===== src/rtl/cdb_apb_regbank.sv =====
// APB3 completer for the CDB bus: ID/CTRL/STATUS/ERR/XFER_CNT plus scratch registers,
// programmable wait states, and error logging in place of pslverr.
module cdb_apb_regbank #(
  parameter int unsigned NUM_SCRATCH = 8,
  parameter int unsigned WAIT_CYCLES = 1,
  parameter logic [31:0] ID_VALUE    = 32'h5443_0001
) (
  input  logic        cdb_pclk,
  input  logic        cdb_preset_n,
  input  logic        cdb_psel,
  input  logic        cdb_penable,
  input  logic [31:0] cdb_paddr,
  input  logic        cdb_pwrite,
  input  logic [31:0] cdb_pwdata,
  output logic [31:0] cdb_prdata,
  output logic        cdb_pready,
  input  logic [31:0] status_in,
  output logic [31:0] ctrl_out
);

  localparam int unsigned IDX_W     = (NUM_SCRATCH > 1) ? $clog2(NUM_SCRATCH) : 1;
  localparam logic [9:0]  SCR_FIRST = 10'd64;
  localparam logic [9:0]  SCR_LAST  = 10'(64 + NUM_SCRATCH);
  localparam logic [3:0]  WAIT_INIT = 4'(WAIT_CYCLES);
  localparam logic [31:0] ERR_DATA  = 32'hDEAD_ADD0;

  typedef enum logic {S_IDLE, S_ACCESS} state_e;
  typedef enum logic [2:0] {
    R_ID, R_CTRL, R_STATUS, R_ERR, R_XCNT, R_SCR, R_BAD_ALIGN, R_BAD_MAP
  } rsel_e;
  typedef struct packed {
    rsel_e             sel;
    logic [IDX_W-1:0]  idx;
  } dec_t;

  // Misalignment is checked first so it wins over the unmapped classification.
  function automatic dec_t decode(input logic [31:0] a);
    dec_t       d;
    logic [9:0] w;
    d.sel = R_BAD_MAP;
    d.idx = '0;
    w     = a[11:2];
    if (a[1:0] != 2'b00) begin
      d.sel = R_BAD_ALIGN;
    end else if (a[31:12] == '0) begin
      case (w)
        10'd0:   d.sel = R_ID;
        10'd1:   d.sel = R_CTRL;
        10'd2:   d.sel = R_STATUS;
        10'd3:   d.sel = R_ERR;
        10'd4:   d.sel = R_XCNT;
        default: begin
          if (w >= SCR_FIRST && w < SCR_LAST) begin
            d.sel = R_SCR;
            d.idx = IDX_W'(w - SCR_FIRST);
          end
        end
      endcase
    end
    return d;
  endfunction

  state_e      state_q;
  logic [3:0]  wcnt_q;
  dec_t        dec_q;
  dec_t        dec_in;
  logic        write_q;
  logic [31:0] wdata_q;
  logic [31:0] prdata_q;
  logic [31:0] rdata_d;
  logic [31:0] ctrl_q;
  logic [31:0] status_q;
  logic        unm_q, unm_d;
  logic        mis_q, mis_d;
  logic [7:0]  errcnt_q, errcnt_d;
  logic [31:0] xcnt_q, xcnt_d;
  logic [31:0] scratch_q [NUM_SCRATCH];
  logic        complete;

  assign cdb_pready = (state_q == S_ACCESS) && (wcnt_q == '0);
  assign cdb_prdata = prdata_q;
  assign ctrl_out   = ctrl_q;
  assign complete   = cdb_pready && cdb_psel && cdb_penable;

  always_comb begin
    dec_in  = decode(cdb_paddr);
    rdata_d = ERR_DATA;
    case (dec_in.sel)
      R_ID:     rdata_d = ID_VALUE;
      R_CTRL:   rdata_d = ctrl_q;
      R_STATUS: rdata_d = status_q;
      R_ERR:    rdata_d = {8'h00, errcnt_q, 14'h0000, mis_q, unm_q};
      R_XCNT:   rdata_d = xcnt_q;
      R_SCR:    rdata_d = scratch_q[dec_in.idx];
      default:  rdata_d = ERR_DATA;
    endcase
  end

  // W1C from an ERR write is applied before the error update of the same edge.
  always_comb begin
    unm_d    = unm_q;
    mis_d    = mis_q;
    errcnt_d = errcnt_q;
    xcnt_d   = xcnt_q;
    if (complete) begin
      xcnt_d = xcnt_q + 32'd1;
      if (write_q && dec_q.sel == R_ERR) begin
        if (wdata_q[0])  unm_d    = 1'b0;
        if (wdata_q[1])  mis_d    = 1'b0;
        if (wdata_q[31]) errcnt_d = '0;
      end
      if (dec_q.sel == R_BAD_ALIGN || dec_q.sel == R_BAD_MAP) begin
        if (dec_q.sel == R_BAD_ALIGN) mis_d = 1'b1;
        else                          unm_d = 1'b1;
        if (errcnt_d != 8'hFF) errcnt_d = errcnt_d + 8'd1;
      end
    end
  end

  always_ff @(posedge cdb_pclk) begin
    if (!cdb_preset_n) begin
      state_q     <= S_IDLE;
      wcnt_q      <= '0;
      dec_q.sel   <= R_ID;
      dec_q.idx   <= '0;
      write_q     <= 1'b0;
      wdata_q     <= '0;
      prdata_q    <= '0;
      ctrl_q      <= '0;
      status_q    <= '0;
      unm_q       <= 1'b0;
      mis_q       <= 1'b0;
      errcnt_q    <= '0;
      xcnt_q      <= '0;
      for (int unsigned i = 0; i < NUM_SCRATCH; i++) scratch_q[i] <= '0;
    end else begin
      status_q <= status_in;
      unm_q    <= unm_d;
      mis_q    <= mis_d;
      errcnt_q <= errcnt_d;
      xcnt_q   <= xcnt_d;
      case (state_q)
        S_IDLE: begin
          if (cdb_psel && !cdb_penable) begin
            state_q  <= S_ACCESS;
            wcnt_q   <= WAIT_INIT;
            dec_q    <= dec_in;
            write_q  <= cdb_pwrite;
            wdata_q  <= cdb_pwdata;
            prdata_q <= rdata_d;
          end
        end
        S_ACCESS: begin
          if (!cdb_psel) begin
            state_q <= S_IDLE;
          end else if (complete) begin
            state_q <= S_IDLE;
            if (write_q) begin
              if (dec_q.sel == R_CTRL) ctrl_q <= wdata_q;
              if (dec_q.sel == R_SCR)  scratch_q[dec_q.idx] <= wdata_q;
            end
          end else if (wcnt_q != '0) begin
            wcnt_q <= wcnt_q - 4'd1;
          end
        end
        default: state_q <= S_IDLE;
      endcase
    end
  end

endmodule


===== config.mk =====
export PLATFORM = sky130hd
export DESIGN_NAME = cdb_apb_regbank
export DESIGN_NICKNAME = d
export VERILOG_FILES = /design/src/rtl/cdb_apb_regbank.sv
export SDC_FILE = /design/constraint.sdc
export NUM_CORES = 1
export LEC_CHECK = 0
export ABC_AREA = 1
export BUFFER_PORTS_ARGS = -buffer_cell sky130_fd_sc_hd__buf_2
export CAP_MARGIN = 15
export CORE_AREA = 2 2 226 228
export CTS_BUF_LIST = sky130_fd_sc_hd__clkbuf_4
export DETAILED_ROUTE_END_ITERATION = 8
export DIE_AREA = 0 0 228 230
export GPL_TIMING_DRIVEN = 0
export PLACE_DENSITY = 0.64
export SYNTH_ARGS = -nofsm -noshare
export SYNTH_HDL_FRONTEND = slang
export SYNTH_SLANG_ARGS = --single-unit
export TNS_END_PERCENT = 100

===== constraint.sdc =====
create_clock -name cdb_pclk -period 4.05 [get_ports cdb_pclk]
set_clock_uncertainty 0.1 [all_clocks]
set_input_delay 0.81 -clock cdb_pclk [delete_from_list [all_inputs] [get_ports cdb_pclk]]
set_output_delay 0.81 -clock cdb_pclk [all_outputs]
set_load 0.1 [all_outputs]

==> results.rst, run 1 <==
.. list-table::
   :header-rows: 1

   * - Metric
     - Value
   * - Run status
     - completed
   * - Total power divided by cell area
     - 411 nW/um2
   * - Post-CTS setup repair buffer count
     - 0
   * - Die Span X
     - 228 um
   * - Arrival time reported for the critical path endpoint
     - 4.15 ns
   * - Maximum clock frequency
     - 263 MHz
   * - Max Slew Vio Count
     - 0
   * - Critical path cell sequence
     - inv_1, ha_1, nand4_1, nor2_1, inv_2, nor3_1, nand2_1, nor2_2, nand2_1, clkbuf_1, nand2_2
   * - Combinational power share
     - 0.062
   * - Die extent in y
     - 230 um
   * - Final number of setup-violating endpoints
     - 0
   * - YS warnings
     - 0
   * - Tightest slew margin relative to the limit
     - 0.343
   * - Peak supply drop
     - 0.259 mV
   * - Switching part of the total power
     - 0.254
   * - Instance area after placement
     - 21500 um2
   * - First-pass DRT Iterations
     - 6
   * - TritonCTS buffer count
     - 115
   * - Cell row count
     - 82
   * - CP delay by family, top
     - simple AND/OR/NAND/NOR gates
   * - Met3 track demand over resource in global routing
     - 0.0759
   * - I/O pin count
     - 166
   * - Post-detailed-route via-to-cell ratio
     - 5.38
   * - Area growth, synth to finish
     - 17.6%
   * - Post-synth net total
     - 2440
   * - Largest buffer count on any clock path
     - 3
   * - Sequential area share after synthesis
     - 0.573
   * - Post-Synthesis Cell Area
     - 19800 um2
   * - Number of global-route vias before repair
     - 17400
   * - Final critical delay including setup and external delays
     - 3.80 ns
   * - GR met2 Demand/Resource
     - 0.399
   * - Share of cells above drive strength 1
     - 0.168
   * - Clk Tree Root Cell
     - clkbuf_4
   * - Residual DRC
     - 0
   * - Type of the worst setup path
     - reg2reg
   * - Most common cell type on the critical path
     - nand2_1
   * - Overflow left after global routing
     - 0
   * - Cells taking the most area after synthesis
     - edfxtp_1 39%, dfxtp_1 18%, nand2_1 10%
   * - Die outline area
     - 52400 um2
   * - Clock-pin slew reported for the worst setup and hold paths after clock tree synthesis
     - 0.07 ns
   * - Maximum Capacitance Violations
     - 0
   * - Clock tree from TritonCTS
     - done
   * - Final standard cell area without fillers
     - 23200 um2
   * - Min-delay worst type
     - in2reg
   * - Critical-path cell with the highest stage delay
     - nand2_2
   * - Setup repair after global routing missed its margin
     - no
   * - Number of DRC markers after the initial detailed-route iteration
     - 2148
   * - Net switching power
     - 0.00243 W
   * - Number of H-tree levels
     - 3
   * - DP Wirelength
     - 50.7 mm
   * - Core ar.
     - 49900 um2
   * - Element type at the critical path end
     - register
   * - Bufs and invs on worst path
     - 3
   * - Number of flops mapped to enable cells by yosys
     - 256
   * - Slew of the pin with the lowest slew margin
     - 0.982 ns
   * - Post-synth top cells
     - 544 x nand2_1, 401 x nor2_1, 324 x nand3_1
   * - Vias after detailed routing
     - 18400
   * - Sum of routed wire length over all layers
     - 70.1 mm
   * - #FFs+latches synth
     - 438
   * - Count leader, synth
     - nand2_1
   * - Final routed wire length divided by cell count
     - 20.6 um
   * - Insertion delay to the later sink of the worst-skew pair
     - 0.89 ns
   * - Tightest hold margin
     - 0.0487 ns
   * - Hold violation total from the final report
     - 0
   * - Mean instance size in the synthesized netlist
     - 8.46 um2
   * - Area leader, netlist
     - edfxtp_1
   * - Distinct cells, synth
     - 45
   * - Part of the power in registers
     - 0.514
   * - Number of clock sinks seen by CTS
     - 438
   * - Number of inserted filler cells in the final layout
     - 4930
   * - Layout net count
     - 2743
   * - Pleak
     - 9.40 nW
   * - Element type at the critical path start
     - register
   * - Biggest fanout along the worst timing path
     - 32
   * - CP max stage delay
     - 0.80 ns
   * - Fraction of post-synthesis cell area in the top cell type by area
     - 0.389
   * - Post-detailed-route count of antenna-violating nets
     - 0
   * - Fraction of power consumed by the clock network
     - 0.424
   * - Internal
     - 0.00712 W
   * - Initial Util
     - 0.396
   * - GPL Wtd Cong
     - 0.961
   * - Wire length of the first global-routing pass
     - 103 mm
   * - Input/output buffers
     - 164
   * - Top FF cell, synth
     - edfxtp_1
   * - Share of flip-flops with an asynchronous set or reset after synthesis
     - 0
   * - Synthesized instance count
     - 2336
   * - Data required time at the worst endpoint
     - 4.40 ns
   * - Number of antenna violations at the first check in global routing
     - 2
   * - Met1 track demand over resource
     - 0.348
   * - Total GRT Usage
     - 0.261
   * - Period utilisation layout
     - 0.939
   * - Most Used Layer, Global Route
     - met2
   * - Pin count of the biggest net entering global routing
     - 33
==> layout make-up <==
class                      instances  area, um2  share of cell area
antenna                            3       7.51            0.000323
inverter                         197        739              0.0318
tap                              672        841              0.0362
buffer                           131        621              0.0267
multi-input combinational       1570       7080               0.305
timing repair buffer             186       1080              0.0463
clock buffer                     173       1300              0.0559
sequential                       438      11300               0.488
clock inverter                    39        240              0.0103
==> stage by stage <==
step	util	cells	setup TNS [ns]	setup WS (ns)	total power, W
global placement	0.430	3172	-35.35	-0.255	0.00555
floorplan	-	2336	0	0.993	0.00533
global route	0.466	3409	0	0.0609	0.00985
CTS	0.466	3406	0	0.319	0.00956
detailed placement	0.431	3174	0	0.163	0.00556
finish	0.466	3409	0	0.247	0.00954
==> worst paths after layout <==
check | from | end | slack, ns | cells after the start
max | wcnt_q[1]$_SDFFE_PN0P_ | scratch_q[6][19]$_SDFFCE_PN0P_ | 0.25 | 11
min | status_in[13] | status_q[13]$_SDFF_PN0_ | 0.05 | 3
max reg2reg | wcnt_q[1]$_SDFFE_PN0P_ | scratch_q[6][19]$_SDFFCE_PN0P_ | 0.25 | 11
min reg2reg | cdb_prdata[17]$_SDFFE_PN0P_ | cdb_prdata[17]$_SDFFE_PN0P_ | 0.35 | 2
==> routing by layer <==
layer | vias to the layer above | routed length, um
met5 | - | 0
met4 | 0 | 2820
met3 | 178 | 8670
met2 | 1118 | 30500
met1 | 8662 | 28100
li1 | 8399 | -
==> worst min-delay path: stages <==
cell,delay [ns]
buf_2,0.08
nand2_1,0.04
inv_1,0.05
==> cells by family (layout without fill, tap and decap cells) <==
kind of cell / count (synthesis) / after routing / synth area share
AOI/OAI and AO/OA: 203 / 203 / 0.0604
DFF: 438 / 438 / 0.573
xor gates and xnor gates: 11 / 11 / 0.00488
other: 0 / 3 / 0
and+or+nand+nor: 1353 / 1353 / 0.291
adders and majority gates: 3 / 3 / 0.00190
buffers and inverters: 328 / 726 / 0.0688
==> power by group through the flow <==
stage               registers, W  clock network (W)  logic [W]
global placement         0.00500                  0   0.000547
detailed placement       0.00500                  0   0.000564
global route             0.00491            0.00431   0.000626
CTS                      0.00490            0.00407   0.000582
finish                   0.00491            0.00405   0.000589
floorplan                0.00511                  0   0.000225
==> layout by cell type (no fill, tap or decap), drive strengths merged, types with 3 or more instances in the layout <==
cell type,synthesis,layout
inv,162,164
diode,0,3
xor2,10,10
buf,64,230
bufinv,0,3
nor4,3,3
nand3,326,326
nor3b,5,5
clkinv,35,68
dlygate4sd3,0,20
dfxtp,182,182
a21oi,57,57
clkbuf,67,240
o21ai,96,96
nor2,415,415
nor3,20,20
nand2,547,547
o21a,3,3
edfxtp,256,256
a211oi,33,33
ha,3,3
o22ai,6,6
nand4,33,33
==> flip-flops by register name (all words and copies together) (netlist names) <==
| name | flops |
|---|---|
| cdb_prdata | 32 |
| ctrl_out | 32 |
| dec_q | 6 |
| errcnt_q | 8 |
| mis_q | 1 |
| scratch_q | 256 |
| state_q | 1 |
| status_q | 32 |
| unm_q | 1 |
| wcnt_q | 4 |
| wdata_q | 32 |
| write_q | 1 |
| xcnt_q | 32 |
==> repair_timing <==
item	4_1_cts	5_1_grt
hold endpoints to repair	20	0
hold buffers	20	0
resized for setup	0	0
No activity file was read; power rests on OpenSTA's default activity.
==> run 2: changes to the inputs <==
PLACE_DENSITY = not set   (was 0.64)
PLACE_DENSITY_LB_ADDON = 0.15   (was not set)
==> run 2 against run 1 <==
Largest cell class unchanged; clock power fell by 1%; total power fell by 0.38%; largest power group unchanged; global-route usage rose by 0.67 points; highest routed layer is now met5; final area rose by 1.3%.
==> results.rst, run 2 (synthesis results as in run 1) <==
.. list-table::
   :header-rows: 1

   * - Metric
     - Value
   * - Overflow left after global routing
     - 0
   * - Setup repair after global routing missed its margin
     - no
   * - Pin count of the biggest net entering global routing
     - 33
   * - Final critical delay including setup and external delays
     - 3.74 ns
   * - Hold path start
     - cdb_pwdata[18]
   * - Met1 wire length
     - 31.1 mm
   * - TritonCTS buffer count
     - 117
   * - Crit Reg-Reg Startpoint
     - wcnt_q[0]$_SDFFE_PN0P_
   * - Core ar.
     - 49900 um2
   * - Hold violation total from the final report
     - 0
   * - Total GRT Usage
     - 0.267
   * - Type of the worst setup path
     - reg2reg
   * - Top reg by flops
     - scratch_q
   * - Post-CTS setup repair buffer count
     - 0
   * - Pleak
     - 9.53 nW
   * - Element type at the critical path start
     - register
   * - Die extent in y
     - 230 um
   * - Period utilisation layout
     - 0.923
   * - Instance area after placement
     - 21500 um2
   * - Layout net count
     - 2773
   * - Post-detailed-route via-to-cell ratio
     - 5.27
   * - Number of antenna violations at the first check in global routing
     - 4
   * - Data required time at the worst endpoint
     - 4.43 ns
   * - Die Span X
     - 228 um
   * - Total power consumption of the routed design
     - 0.00951 W
   * - Reg2reg setup slack
     - 0.31 ns
   * - Tightest slew margin relative to the limit
     - 0.359
   * - Residual DRC
     - 0
   * - Commonest non-fill, non-tap cell in the layout
     - nand2_1
   * - Maximum clock frequency
     - 267 MHz
   * - Non-Filler Instances
     - 3443
   * - Arrival time reported for the critical path endpoint
     - 4.11 ns
   * - Post-detailed-route count of antenna-violating nets
     - 0
   * - Worst r2r dst
     - scratch_q[4][27]$_SDFFCE_PN0P_
   * - Initial Util
     - 0.396
   * - Number of clock sinks seen by CTS
     - 438
   * - Core utilization of the finished layout
     - 0.472
   * - Slew of the pin with the lowest slew margin
     - 0.958 ns
   * - Sum of routed wire length over all layers
     - 70.8 mm
   * - Final routed wire length divided by cell count
     - 20.6 um
   * - Number of inserted filler cells in the final layout
     - 5011
   * - Wire length of the first global-routing pass
     - 105 mm
   * - Min-delay worst type
     - in2reg
   * - Destination of the worst hold path
     - wdata_q[18]$_SDFFE_PN0P_
   * - Share of cells above drive strength 1
     - 0.170
   * - Final standard cell area without fillers
     - 23500 um2
   * - Most frequent cells in the layout
     - 538 x nand2_1, 401 x nor2_1, 324 x nand3_1
   * - Input/output buffers
     - 164
   * - DP Wirelength
     - 52.2 mm
   * - Largest register FFs
     - 256
   * - Number of H-tree levels
     - 3
   * - Element type at the critical path end
     - register
   * - Biggest fanout along the worst timing path
     - 32
   * - Cell row count
     - 82
   * - Clock tree from TritonCTS
     - done
   * - Die outline area
     - 52400 um2
   * - Routed met3 length
     - 5.81 mm
   * - Area growth, synth to finish
     - 19.2%
   * - Final number of setup-violating endpoints
     - 0
   * - GPL Wtd Cong
     - 0.944
   * - Worst-case reg-to-reg path depth
     - 11
   * - Clock-pin slew reported for the worst setup and hold paths after clock tree synthesis
     - 0.07 ns
   * - Insertion delay to the later sink of the worst-skew pair
     - 0.94 ns
   * - Total power divided by cell area
     - 404 nW/um2
   * - Peak supply drop
     - 0.229 mV
   * - I/O pin count
     - 166
   * - Placed Cells
     - 3176
   * - Max Slew Vio Count
     - 0
   * - Routed length on met2
     - 30.9 mm
   * - Top Layer Used
     - met5
   * - Largest buffer count on any clock path
     - 3
   * - First-pass DRT Iterations
     - 6
   * - Maximum Capacitance Violations
     - 0
   * - Sum Neg Setup Slack
     - 0 ns
   * - # resized after CTS
     - 0
   * - Run status
     - completed
   * - Number of global-route vias before repair
     - 17600
   * - Cell depth of the worst hold path
     - 3
   * - Number of DRC markers after the initial detailed-route iteration
     - 1907
   * - Vias after detailed routing
     - 18100
   * - Clk Tree Root Cell
     - clkbuf_4
run 2: cell types whose count changed in the layout (fill, tap and decap cells not counted), moves of 3 or more:
cell / change
clkinv_1: -4
diode_2: +3
dlygate4sd3_1: +26
clkbuf_4: +6
run 2: metrics by stage:
step / hold WS, ns / setup slack, ns
2_1_floorplan: 0.331 / 0.993
3_3_place_gp: 0.337 / -0.426
4_1_cts: 0.00491 / 0.352
3_5_place_dp: 0.340 / 0.144
6_report: 0.0643 / 0.311
5_1_grt: 0.00610 / 0.0994
run 2: worst max-delay path by stage:
stage                                      start                              to  slack [ns]  cells past startpoint
final                     wcnt_q[0]$_SDFFE_PN0P_  scratch_q[4][27]$_SDFFCE_PN0P_        0.31                     11
after global routing      wcnt_q[0]$_SDFFE_PN0P_  scratch_q[5][18]$_SDFFCE_PN0P_         0.1                     11
after CTS                 wcnt_q[0]$_SDFFE_PN0P_  scratch_q[4][20]$_SDFFCE_PN0P_        0.35                     11
after detailed placement            cdb_paddr[1]      cdb_prdata[4]$_SDFFE_PN0P_        0.14                     12
after global placement                  cdb_psel   scratch_q[6][0]$_SDFFCE_PN0P_       -0.43                     10
after floorplan                      cdb_penable   scratch_q[1][0]$_SDFFCE_PN0P_        0.99                      9
run 2: cell type report:
class	instances	area, um2	area share
diodes	6	15.0	0.000638
plain buffers	131	621	0.0264
clock buffers	179	1340	0.0571
clock inverters	36	183	0.00776
inverters	197	739	0.0314
multi-input cells	1570	7080	0.301
flip-flops and latches	438	11300	0.481
well taps	672	841	0.0357
repair buffers	214	1390	0.0591
run 2: per-layer routing:
metal,vias up,global-route usage
met2,833,0.409
met3,173,0.0573
li1,8461,-
met5,-,0
met1,8659,0.367
met4,2,0.117
run 2: timing repair:
action,CTS,global route
endpoints found under the hold margin,46,0
hold buffers,46,0
endpoints found under the setup margin,0,0
run 2: worst max-delay path: stages, from the launching register on:
cell and delay [ns]:
dfxtp_1 0.33, inv_1 0.08, ha_1 0.19, nand4_1 0.17
nor2_1 0.18, inv_2 0.17, nor3_1 0.23, nand2_1 0.18
nor2_2 0.21, nand2_1 0.28, clkbuf_1 0.38, nand2_2 0.79
run 2: where the power goes:
group	total [W]	switching [W]	internal [W]
clock network	0.00399	0.00192	0.00207
logic	0.000613	0.000458	0.000156
registers	0.00490	0.0000584	0.00484
